**src/rtl/mac_operand_negator_pipe_if.sv**
```systemverilog
// mac_operand_negator_pipe_if: operand-in / magnitude-out handshake bundle for the negator pipe
interface mac_operand_negator_pipe_if #(
  parameter int MAC_MIN_WIDTH = 8,
  parameter int NUM_LANES = 4,
  parameter int MODE_WIDTH = 2
);
  logic in_valid;
  logic in_ready;
  logic [MODE_WIDTH-1:0] mode;
  logic sgn;
  logic [NUM_LANES*MAC_MIN_WIDTH-1:0] A_in;
  logic [NUM_LANES*MAC_MIN_WIDTH-1:0] B_in;
  logic out_valid;
  logic out_ready;
  logic [NUM_LANES*MAC_MIN_WIDTH-1:0] A_out;
  logic [NUM_LANES*MAC_MIN_WIDTH-1:0] B_out;
  logic [NUM_LANES-1:0] C_neg;
  logic [NUM_LANES-1:0] A_minneg;
  logic [NUM_LANES-1:0] B_minneg;
  logic mode_err;
  modport master (
    output in_valid, mode, sgn, A_in, B_in, out_ready,
    input in_ready, out_valid, A_out, B_out, C_neg, A_minneg, B_minneg, mode_err
  );
  modport slave (
    input in_valid, mode, sgn, A_in, B_in, out_ready,
    output in_ready, out_valid, A_out, B_out, C_neg, A_minneg, B_minneg, mode_err
  );
endinterface

```
**src/rtl/mac_operand_negator_pipe.sv**
```systemverilog
// mac_operand_negator_pipe: two-stage lane-fusing two's-complement magnitude conditioner
module mac_operand_negator_pipe #(
  parameter int MAC_MIN_WIDTH = 8,
  parameter int NUM_LANES = 4,
  parameter int MODE_WIDTH = 2
) (
  input logic clk,
  input logic rst,
  input logic en,
  mac_operand_negator_pipe_if.slave io
);
  localparam int W = MAC_MIN_WIDTH;
  localparam int L = NUM_LANES;
  localparam int LOG2L = $clog2(NUM_LANES);
  localparam logic [MODE_WIDTH-1:0] MAX_MODE = MODE_WIDTH'(LOG2L);
  localparam logic [W-1:0] MIN_LANE = {1'b1, {(W-1){1'b0}}};
  logic ld1, ld2;
  logic s1_v_q, s2_v_q;
  logic [L*W-1:0] a1_q, b1_q;
  logic [MODE_WIDTH-1:0] mode1_q;
  logic sgn1_q;
  logic [L*W-1:0] a2_q, b2_q, a2_d, b2_d;
  logic [L-1:0] c2_q, am2_q, bm2_q, c_d, am_d, bm_d;
  logic err2_q, err_d;
  logic [MODE_WIDTH-1:0] m;
  logic [L-1:0] lsb;
  logic [L*W-1:0] na, nb;
  logic sa, sb, za, zb;
  int gm, t;
  // Ripple negation: the carry restarts at every group LSB lane so it never crosses a group boundary
  function automatic logic [L*W-1:0] neg_f(input logic [L*W-1:0] v, input logic [L-1:0] first);
    logic c;
    logic [W-1:0] x;
    neg_f = '0;
    c = 1'b0;
    for (int i = 0; i < L; i++) begin
      x = v[i*W +: W];
      c = first[i] | c;
      neg_f[i*W +: W] = ~x + W'(c);
      c = c & ~|x;
    end
  endfunction
  assign ld2 = en & (~s2_v_q | io.out_ready);
  assign ld1 = en & (~s1_v_q | ld2);
  assign io.in_ready = ld1 & ~rst;
  // Stage-1 datapath: group decode, carry chain, select and flag generation
  always_comb begin
    err_d = mode1_q > MAX_MODE;
    m = err_d ? '0 : mode1_q;
    gm = (1 << m) - 1;
    lsb = '0;
    a2_d = '0;
    b2_d = '0;
    c_d = '0;
    am_d = '0;
    bm_d = '0;
    t = 0;
    sa = 1'b0;
    sb = 1'b0;
    za = 1'b0;
    zb = 1'b0;
    for (int i = 0; i < L; i++) lsb[i] = (i & gm) == 0;
    na = neg_f(a1_q, lsb);
    nb = neg_f(b1_q, lsb);
    for (int i = 0; i < L; i++) begin
      t = i | gm;
      sa = a1_q[t*W + W-1];
      sb = b1_q[t*W + W-1];
      a2_d[i*W +: W] = (sgn1_q & sa) ? na[i*W +: W] : a1_q[i*W +: W];
      b2_d[i*W +: W] = (sgn1_q & sb) ? nb[i*W +: W] : b1_q[i*W +: W];
      c_d[i] = sgn1_q & (sa ^ sb);
      za = 1'b1;
      zb = 1'b1;
      for (int j = 0; j < L; j++) begin
        if ((j | gm) == t) begin
          za = za & (a1_q[j*W +: W] == ((j == t) ? MIN_LANE : '0));
          zb = zb & (b1_q[j*W +: W] == ((j == t) ? MIN_LANE : '0));
        end
      end
      am_d[i] = sgn1_q & za;
      bm_d[i] = sgn1_q & zb;
    end
  end
  // Stage 1: capture an accepted beat together with its mode/sign configuration
  always_ff @(posedge clk) begin
    if (rst) begin
      s1_v_q <= 1'b0;
      a1_q <= '0;
      b1_q <= '0;
      mode1_q <= '0;
      sgn1_q <= 1'b0;
    end else if (ld1) begin
      s1_v_q <= io.in_valid;
      if (io.in_valid) begin
        a1_q <= io.A_in;
        b1_q <= io.B_in;
        mode1_q <= io.mode;
        sgn1_q <= io.sgn;
      end
    end
  end
  // Stage 2: register conditioned results; held while the consumer stalls
  always_ff @(posedge clk) begin
    if (rst) begin
      s2_v_q <= 1'b0;
      a2_q <= '0;
      b2_q <= '0;
      c2_q <= '0;
      am2_q <= '0;
      bm2_q <= '0;
      err2_q <= 1'b0;
    end else if (ld2) begin
      s2_v_q <= s1_v_q;
      if (s1_v_q) begin
        a2_q <= a2_d;
        b2_q <= b2_d;
        c2_q <= c_d;
        am2_q <= am_d;
        bm2_q <= bm_d;
        err2_q <= err_d;
      end
    end
  end
  assign io.out_valid = s2_v_q;
  assign io.A_out = a2_q;
  assign io.B_out = b2_q;
  assign io.C_neg = c2_q;
  assign io.A_minneg = am2_q;
  assign io.B_minneg = bm2_q;
  assign io.mode_err = err2_q;
endmodule

```
**src/flat_wrapper.sv**
```systemverilog
// flat-port wrapper written by rule: the top's interface ports become plain ports
module mac_operand_negator_pipe_flat 
#(
  parameter int MAC_MIN_WIDTH = 8,
  parameter int NUM_LANES = 4,
  parameter int MODE_WIDTH = 2
)
  (clk, rst, en, io_in_valid, io_mode, io_sgn, io_A_in, io_B_in, io_out_ready, io_in_ready, io_out_valid, io_A_out, io_B_out, io_C_neg, io_A_minneg, io_B_minneg, io_mode_err);
  mac_operand_negator_pipe_if #(.MAC_MIN_WIDTH(MAC_MIN_WIDTH), .NUM_LANES(NUM_LANES), .MODE_WIDTH(MODE_WIDTH)) io_i ();
  input logic clk;
  input logic rst;
  input logic en;
  input wire logic [$bits(io_i.in_valid)-1:0] io_in_valid;
  input wire logic [$bits(io_i.mode)-1:0] io_mode;
  input wire logic [$bits(io_i.sgn)-1:0] io_sgn;
  input wire logic [$bits(io_i.A_in)-1:0] io_A_in;
  input wire logic [$bits(io_i.B_in)-1:0] io_B_in;
  input wire logic [$bits(io_i.out_ready)-1:0] io_out_ready;
  output wire logic [$bits(io_i.in_ready)-1:0] io_in_ready;
  output wire logic [$bits(io_i.out_valid)-1:0] io_out_valid;
  output wire logic [$bits(io_i.A_out)-1:0] io_A_out;
  output wire logic [$bits(io_i.B_out)-1:0] io_B_out;
  output wire logic [$bits(io_i.C_neg)-1:0] io_C_neg;
  output wire logic [$bits(io_i.A_minneg)-1:0] io_A_minneg;
  output wire logic [$bits(io_i.B_minneg)-1:0] io_B_minneg;
  output wire logic [$bits(io_i.mode_err)-1:0] io_mode_err;
  assign io_i.in_valid = io_in_valid;
  assign io_i.mode = io_mode;
  assign io_i.sgn = io_sgn;
  assign io_i.A_in = io_A_in;
  assign io_i.B_in = io_B_in;
  assign io_i.out_ready = io_out_ready;
  assign io_in_ready = io_i.in_ready;
  assign io_out_valid = io_i.out_valid;
  assign io_A_out = io_i.A_out;
  assign io_B_out = io_i.B_out;
  assign io_C_neg = io_i.C_neg;
  assign io_A_minneg = io_i.A_minneg;
  assign io_B_minneg = io_i.B_minneg;
  assign io_mode_err = io_i.mode_err;
  mac_operand_negator_pipe #(.MAC_MIN_WIDTH(MAC_MIN_WIDTH), .NUM_LANES(NUM_LANES), .MODE_WIDTH(MODE_WIDTH)) u_core (.clk(clk), .rst(rst), .en(en), .io(io_i));
endmodule
```
**config.mk**
```make
export PLATFORM = sky130hd
export DESIGN_NAME = mac_operand_negator_pipe_flat
export DESIGN_NICKNAME = d
export VERILOG_FILES = /design/src/rtl/mac_operand_negator_pipe_if.sv /design/src/rtl/mac_operand_negator_pipe.sv /design/src/flat_wrapper.sv
export SDC_FILE = /design/constraint.sdc
export NUM_CORES = 1
export LEC_CHECK = 0
export CORE_MARGIN = 5
export CORE_UTILIZATION = 35
export DETAILED_ROUTE_END_ITERATION = 8
export GPL_TIMING_DRIVEN = 0
export SYNTH_ARGS = -nofsm -noshare
export SYNTH_HDL_FRONTEND = slang
export SYNTH_SLANG_ARGS = --single-unit
```
**constraint.sdc**
```tcl
create_clock -name clk -period 3.17 [get_ports clk]
set_clock_uncertainty 0.15 [all_clocks]
set_input_delay 0.317 -clock clk [delete_from_list [all_inputs] [get_ports clk]]
set_output_delay 0.317 -clock clk [all_outputs]
set_load 0.02 [all_outputs]
```
Word-level counts from Yosys, hierarchy flattened. Index checks and enable logic that the tools add are counted.

Flip-flop bits (word level): 146.

Bitwise logic cells: 74. Eq/ne operators: 33. Magnitude comparators: 5. Shifts and indexed selects: 1. Reductions and logical operators: 28. Muxes and demuxes: 69. Add/subtract/negate cells: 17.

Operator list (number): zero test 32 bit (7); equality test 8 bit (24); two-way mux 8 bit (20); subtractor 32 x 2 -> 32 bit (second input constant) (5); adder 32 x 5 -> 32 bit (second input constant) (4); less-than comparator 32 x 7 -> 1 bit (second input constant) (4); equality test 3 x 32 -> 1 bit (first input constant) (2); inverter 8 bit (8); equality test 2 x 31 -> 1 bit (first input constant) (2); zero test 31 bit (2); AND 1 bit (51); adder 8 x 1 -> 8 bit (6); OR reduction 8 bit (6); binary-select mux 1 bit (select 5 bit) (8); two-way mux 1 bit (40); equality test 2 x 32 -> 1 bit (first input constant) (1); zero test 8 bit (4); << shifter 1 x 2 -> 32 bit (first input constant) (1); zero test 30 bit (1); adder 8 x 1 -> 8 bit (second input constant) (2); OR 1 bit (8); zero test 1 bit (6); equality test 2 bit (2); AND reduction 2 bit (2); 6 further kinds (11).

Depth between registers and ports, before layout. Gate-level depths: netlist of run 1.

Word-level depth: 14. Gate-level depth with buffers: 13. Mapped depth without buffers: 13.

Worst setup path after synthesis of run 1. OpenSTA, ideal clock, no wires.

Path kind: reg2reg. From: register u_core.a1_q[0]. To: register u_core.a2_q[22], in the netlist u_core.io.A_out[22]. Arrival time: 3.065 ns. Setup slack: -0.131 ns. Stages on the path, launching flop included: 14. Required time: 2.934 ns. Period minus slack after synthesis: 3.301 ns. Setup time: 0.086 ns. Path through: dfxtp_1 > inv_1 > ha_1 > or4b_4 > or4_4 > and2_4 > o21ai_1 > ha_1 > ha_1 > or3b_2 > nor3_1 > nor2_1 > xnor2_1 > a211oi_1.

Longest elaborated chain between the ends: 7. Elaborated cells on any way between the ends: 11. Those cells by class: add/sub: 1; mux: 4; bitwise: 4; reduce/logical: 2.

RTL lines: start, declared (line mac_operand_negator_pipe.sv:19) `logic [L*W-1:0] a1_q, b1_q;`; start signal, assigned (line mac_operand_negator_pipe.sv:95) `a1_q <= io.A_in;`; OR reduction 8 bit (line mac_operand_negator_pipe.sv:40) `c = c & ~|x;`; zero test 1 bit (line mac_operand_negator_pipe.sv:40); OR 1 bit (line mac_operand_negator_pipe.sv:38) `c = first[i] | c;`; AND 1 bit (line mac_operand_negator_pipe.sv:40); OR 1 bit (line mac_operand_negator_pipe.sv:38); adder 8 x 1 -> 8 bit (line mac_operand_negator_pipe.sv:39) `neg_f[i*W +: W] = ~x + W'(c);`; two-way mux 8 bit (*) (line mac_operand_negator_pipe.sv:69) `a2_d[i*W +: W] = (sgn1_q & sa) ? na[i*W +: W] : a1_q[i*W +: W];`; end signal, assigned (line mac_operand_negator_pipe.sv:106) `a2_q <= '0;`; end signal, assigned (line mac_operand_negator_pipe.sv:115) `a2_q <= a2_d;`; end, declared (line mac_operand_negator_pipe.sv:22) `logic [L*W-1:0] a2_q, b2_q, a2_d, b2_d;`.

Mark *: on every way between the ends. The rest lies on a longest branch, timed or not. The select of a mux whose other input is x is not followed. A chain may end at the register's enable or synchronous reset.

Worst setup path after layout of run 1.
From: register u_core.a1_q[1]. To: register u_core.a2_q[22], in the netlist u_core.io.A_out[22].

Same word-level chain as after synthesis.

==> results.cfg, run 1 <==
[critical_path]
slowest_delay_ps = 460
crit_family = simple AND/OR/NAND/NOR gates
crit_buf_inv = 1
crit_fanout = 3
path_cells = inv_2, ha_4, or4b_4, or4_4, and2_4, o21ai_4, ha_4, ha_4, or3b_4, nor3_2, nor2_1, xnor2_1, a211oi_2
cp_data_arrival_time_ps = 3360
crit_top_cell = ha_4
end_kind = flop
timing.rr.start = u_core.a1_q[1]
path_class = reg -> reg
required_ps = 3300
cp_slowest_cell = or4b_4
start_kind = flop
crit_start = u_core.a1_q[1]

[pwr]
p_sw_share_pct = 26.00
p_sw_mw = 1.227
power_frac_clock_pct = 43.4
irDropWorstVdd_v = 0.0003058
power.total_mw = 4.721
p_leak_nw = 3.173
pwr-share-comb_pct = 14.7
pwr-share-seq_pct = 41.9
powerDensity_mw_per_mm2 = 499.0
intPower_mw = 3.493

[sta]
rsz0062_at_grt = true
post-route-period-util_pct = 101.9
finalHoldViolations = 0
hold_ws_ps = 289.8
slew_viol_final = 0
fin_crit_ps = 3229
worst_pin_slew_ps = 775.0
max_slew_margin_pct = 47.86
setup_tns_ps = -58.75
setup_viol = 1
fin_ws_ps = -58.75
fmax_mhz = 309.7

[global_route]
grt_overflow = 0
grt_pass1_wl_mm = 33.47
grt_max_degree = 17
grt_pass1_vias = 6319
antenna_found_initial = 0
grt_usage_pct = 19.04

[place]
port_buffers = 149
place.gp.congestion = 0.9036
dpl_cell_area_mm2 = 0.008693
place_inst = 1285
hpwl_mm = 15.99

[final_layout]
instances_no_fill = 1324
drive_gt1_share_pct = 6.327
fin_nets = 1136
diodes = 0
final_area_mm2 = 0.009460
area_growth_syn_to_layout_pct = 37.97

[synth]
yosysTopAreaCell = dfxtp_1
yosys.cell_count.top_type = nand2_1
synth_area_leaders = dfxtp_1 (43%), nand2_1 (11%), a21oi_1 (7.1%)
netlist-cell-type-count = 48
synth_flop_cell = dfxtp_1
syn-cell-area_mm2 = 0.006857
synth_async_sr_flop_share_pct = 0
synth_edf_count = 0
ys_seq_area_share_pct = 42.63
synth_common_cells = nand2_1 (192), dfxtp_1 (146), nor2_1 (99), a21oi_1 (97)
synth-seq-cells = 146
synth_cells = 871
syn_avg_cell_area_um2 = 7.872
synth_fp_nets = 961
synth.top_cell.area_share_pct = 42.63
yosysWarnings = 0

[routing]
ant_nets = 0
wirelength_mm = 21.54
drtIter0Drc = 375
remaining_drc_errors = 0
vias = 6556
dr.pass1.iters = 5
vias_per_cell = 4.952
wl_per_cell_um = 16.27

[floorplan]
start_util_pct = 35.35
io_pins = 151
core-area_mm2 = 0.01940
die_x_um = 150.0
die_h_um = 150.0
rows = 51
die_area_mm2 = 0.02249

[clock_network]
worstSkewPairLatency_ps = 420
clock-sinks = 146
path_clk_slew_ps = 60
hold_buffers = 0
clockBufferDepth = 2
cts_root_buffer = clkbuf_16
numCtsBuffers = 17
cts_tree = yes
cts_max_level = 4

[worst_hold_path]
min_from = io_B_in[14]
hold_class = in -> reg

[job]
cap_violations = 0

[status]
violations = negative setup slack
status = finished, violations left
[layout make-up]
| type | count | area, um2 |
|---|---|---|
| Timing Repair Buffer | 157 | 1551 |
| Sequential cell | 146 | 2925 |
| Clock buffer | 21 | 460.4 |
| Tap cell | 265 | 331.6 |
| Fill cell | 1965 | 9938 |
| Inverter | 25 | 93.84 |
| Buffer | 55 | 207.7 |
| Clock inverter | 11 | 135.1 |
| Multi-Input combinational cell | 644 | 3755 |
[flip-flops by register name, summed over array words and instances, names as in the netlist]
name / flops
u_core.io.B_out: 32
u_core.b1_q: 32
u_core.sgn1_q: 1
u_core.io.mode_err: 1
u_core.s1_v_q: 1
u_core.io.A_out: 32
u_core.io.C_neg: 4
u_core.io.A_minneg: 4
u_core.io.B_minneg: 4
u_core.io.out_valid: 1
u_core.a1_q: 32
u_core.mode1_q: 2
[worst register-to-register path, stage by stage (launching register included)]
cell and delay, ps:
dfxtp_2 320, inv_2 70, ha_4 140, or4b_4 470, or4_4 450, and2_4 170
o21ai_4 150, ha_4 170, ha_4 130, or3b_4 390, nor3_2 120, nor2_1 70
xnor2_1 200, a211oi_2 80
[through the flow]
stage | util, % | worst slack (ps)
6_report | 48.77 | -58.75
2_1_floorplan | - | 33.97
3_5_place_dp | 44.81 | -228.7
5_1_grt | 48.77 | -164.1
4_1_cts | 48.68 | -96.18
3_3_place_gp | 44.81 | -167.3
[cells in the final DEF (no fill, tap or decap), types with 6 or more instances in the layout]
master	instances
nand2_1	192
clkdlybuf4s50_1	149
dfxtp_1	144
nor2_1	99
a21oi_1	97
clkbuf_1	52
a211oi_1	50
xnor2_1	37
inv_1	23
xor2_1	18
clkbuf_16	17
nand3_1	16
o21ai_0	12
ha_1	12
a311oi_1	10
a31oi_1	9
buf_4	8
nor4_1	7
or4_1	6
nor3_1	6
clkinv_2	6
[layer usage]
metal	vias up	part of all wire, %	GRT usage [%]
met4	0	1.4	5.398
met1	3053	47	24.95
met5	-	0	0
met3	20	5.3	4.361
met2	149	46	31.45
li1	3334	-	-
[worst paths after layout]
path                         end  slack (ps)  cells past startpoint
max          u_core.io.A_out[22]         -60                     13
min              u_core.b1_q[14]         290                      3
max reg2reg  u_core.io.A_out[22]         -60                     13
min reg2reg  u_core.io.B_out[31]         300                      2
[repair_timing]
action / 4_1_cts / 5_1_grt
setup endpoints to repair: 3 / 11
resized for setup: 18 / 3
pin swaps: 9 / 4
buffers inserted: 7 / 1
[power groups by stage]
| stage | sequential [mW] | clock, mW | combinational [mW] |
|---|---|---|---|
| floorplan | 2.04 | 0 | 0.344 |
| global placement | 2.01 | 0 | 0.654 |
| detailed placement | 2.02 | 0 | 0.659 |
| CTS | 1.98 | 2.08 | 0.691 |
| global route | 1.99 | 2.15 | 0.764 |
| finish | 1.98 | 2.05 | 0.694 |
[logic make-up after synthesis]
group | synth area share [%]
DFF | 42.63
xor gates and xnor gates | 7.026
AOI/OAI and AO/OA | 18.61
adders and majority gates | 3.285
buffers and inverters | 4.452
muxes | 1.734
and+or+nand+nor | 22.26
Note: power is estimated with default switching activity, not from simulation.
==> run 2, diff against run 1 <==
--- a/config.mk
+++ b/config.mk
@@ -6,9 +6,10 @@
 export NUM_CORES = 1
 export LEC_CHECK = 0
 export CORE_MARGIN = 5
-export CORE_UTILIZATION = 35
+export CORE_UTILIZATION = 40
 export DETAILED_ROUTE_END_ITERATION = 8
 export GPL_TIMING_DRIVEN = 0
+export PLACE_DENSITY = 0.68
 export SYNTH_ARGS = -nofsm -noshare
 export SYNTH_HDL_FRONTEND = slang
 export SYNTH_SLANG_ARGS = --single-unit
==> run 2 against run 1 <==
  * The run still ends with negative setup slack left
  * Cell count down 3.8%
  * Wire length down 3.9%
  * Non-clock buffer count up 3
  * Clock power down 16%
  * Power down 7.0%
  * First-iteration DRC count down 7.5%
  * Sequential share of layout area up 0.59 points
  * Largest cell class unchanged
  * Largest power group is now sequential cells
  * Core utilization up 6.8 points
==> results.cfg, run 2 (synthesized netlist as in run 1, its figures left out) <==
[sta]
rsz0062_at_grt = true
finalHoldViolations = 0
max_slew_margin_pct = 46.80
slew_viol_final = 0
worst_pin_slew_ps = 790.8
post-route-period-util_pct = 101.5
fin_ws_ps = -46.42
fmax_mhz = 310.9
setup_tns_ps = -99.76
setup_viol = 3
fin_crit_ps = 3216

[critical_path]
crit_family = simple AND/OR/NAND/NOR gates
path_class = reg -> reg
cp_data_arrival_time_ps = 3340
end_kind = flop
ff2ff_setup_slack_ps = -50
required_ps = 3290
start_kind = flop
path_cells = inv_2, ha_4, or4b_4, or4_4, and2_4, o21ai_4, ha_4, ha_4, or3b_4, buf_4, nand3_2, xor2_1, a211oi_1
slowest_delay_ps = 460
crit_buf_inv = 2
cp_slowest_cell = or4b_4
crit_fanout = 3
crit_top_cell = ha_4

[routing]
drtIter0Drc = 347
dr.pass1.iters = 5
wirelength_mm = 20.69
wl_per_cell_um = 16.24
ant_nets = 0
vias_per_cell = 5.204
vias = 6630
remaining_drc_errors = 0

[final_layout]
multi_input_area_mm2 = 0.003726
diodes = 0
fin_nets = 1139
fill_cells = 1629
final_common_cell = nand2_1
regArea_mm2 = 0.002925
final_area_mm2 = 0.009284
layout_common_cells = nand2_1 (192), clkdlybuf4s50_1 (149), dfxtp_1 (144)
area_growth_syn_to_layout_pct = 35.40
drive_gt1_share_pct = 5.787

[global_route]
grt_overflow = 0
antenna_found_initial = 0
grt_pass1_wl_mm = 32.73
grt_pass1_vias = 6323
grt_max_degree = 17
grt_usage_pct = 20.58

[status]
violations = negative setup slack
status = finished, violations left

[floorplan]
io_pins = 151
start_util_pct = 41.05
core-area_mm2 = 0.01670
rows = 47
die_h_um = 140.9
die_x_um = 140.9
die_area_mm2 = 0.01986

[clock_network]
cts_max_level = 4
numCtsBuffers = 17
clockBufferDepth = 2
path_clk_slew_ps = 50
cts_root_buffer = clkbuf_16
clock-sinks = 146
hold_buffers = 0
worstSkewPairLatency_ps = 420
cts_tree = yes

[job]
cap_violations = 0

[place]
hpwl_mm = 15.38
dpl_cell_area_mm2 = 0.008637
place.gp.congestion = 0.9070
port_buffers = 149

[worst_hold_path]
hold_class = in -> reg

[pwr]
irDropWorstVdd_v = 0.0003769
p_leak_nw = 3.129
power.total_mw = 4.388
powerDensity_mw_per_mm2 = 472.7
## run 2: path summary, 6_finish.rpt
kind,start,to,cells past startpoint
min reg2reg,u_core.io.A_out[31],u_core.io.A_out[31],2
min,io_A_in[0],u_core.a1_q[0],3
max,u_core.a1_q[0],u_core.io.A_out[20],13
max reg2reg,u_core.a1_q[0],u_core.io.A_out[20],13
## run 2: metrics by stage
stage / setup WS (ps) / util, % / std cells / hold slack (ps)
2_1_floorplan: 33.97 / - / 871 / 299.6
3_3_place_gp: -144.1 / 51.72 / 1240 / 288.2
3_5_place_dp: -201.7 / 51.72 / 1240 / 295.5
4_1_cts: -84.94 / 55.12 / 1270 / 282.7
5_1_grt: -149.5 / 55.59 / 1274 / 283.9
6_report: -46.42 / 55.59 / 1274 / 297.0
## run 2: power by group
| part | switching, mW | total [mW] | internal [mW] |
|---|---|---|---|
| clock network | 0.699 | 1.72 | 1.02 |
| registers | 0.0658 | 1.98 | 1.91 |
| logic | 0.377 | 0.690 | 0.313 |
## run 2: tightest hold or removal path: stages
cell and delay, ps:
clkdlybuf4s50_1 390, nand2_1 60, a21oi_1 50
## run 2: final cells by class
type,instances,share of cell area (%)
Multi-Input combinational cell,644,40.13
Sequential cell,146,31.51
Timing Repair Buffer,159,16.87
Clock buffer,22,5.108
Tap cell,220,2.965
Buffer,56,2.291
Inverter,25,1.011
Clock inverter,2,0.1078
## run 2: routing by layer
metal	wire length, um	up-vias	GRT usage, %	part of all wire (%)
li1	-	3339	-	-
met1	9686	3048	27.62	47
met2	9398	215	33.01	45
met3	1293	28	5.181	6.2
met4	313	0	5.762	1.5
met5	0	-	0	0
## run 2: repair_timing
| item | in CTS | in global routing |
|---|---|---|
| setup endpoints to repair | 3 | 5 |
| buffers inserted | 6 | 4 |
| pin swaps | 2 | 6 |
| resized for setup | 11 | 8 |
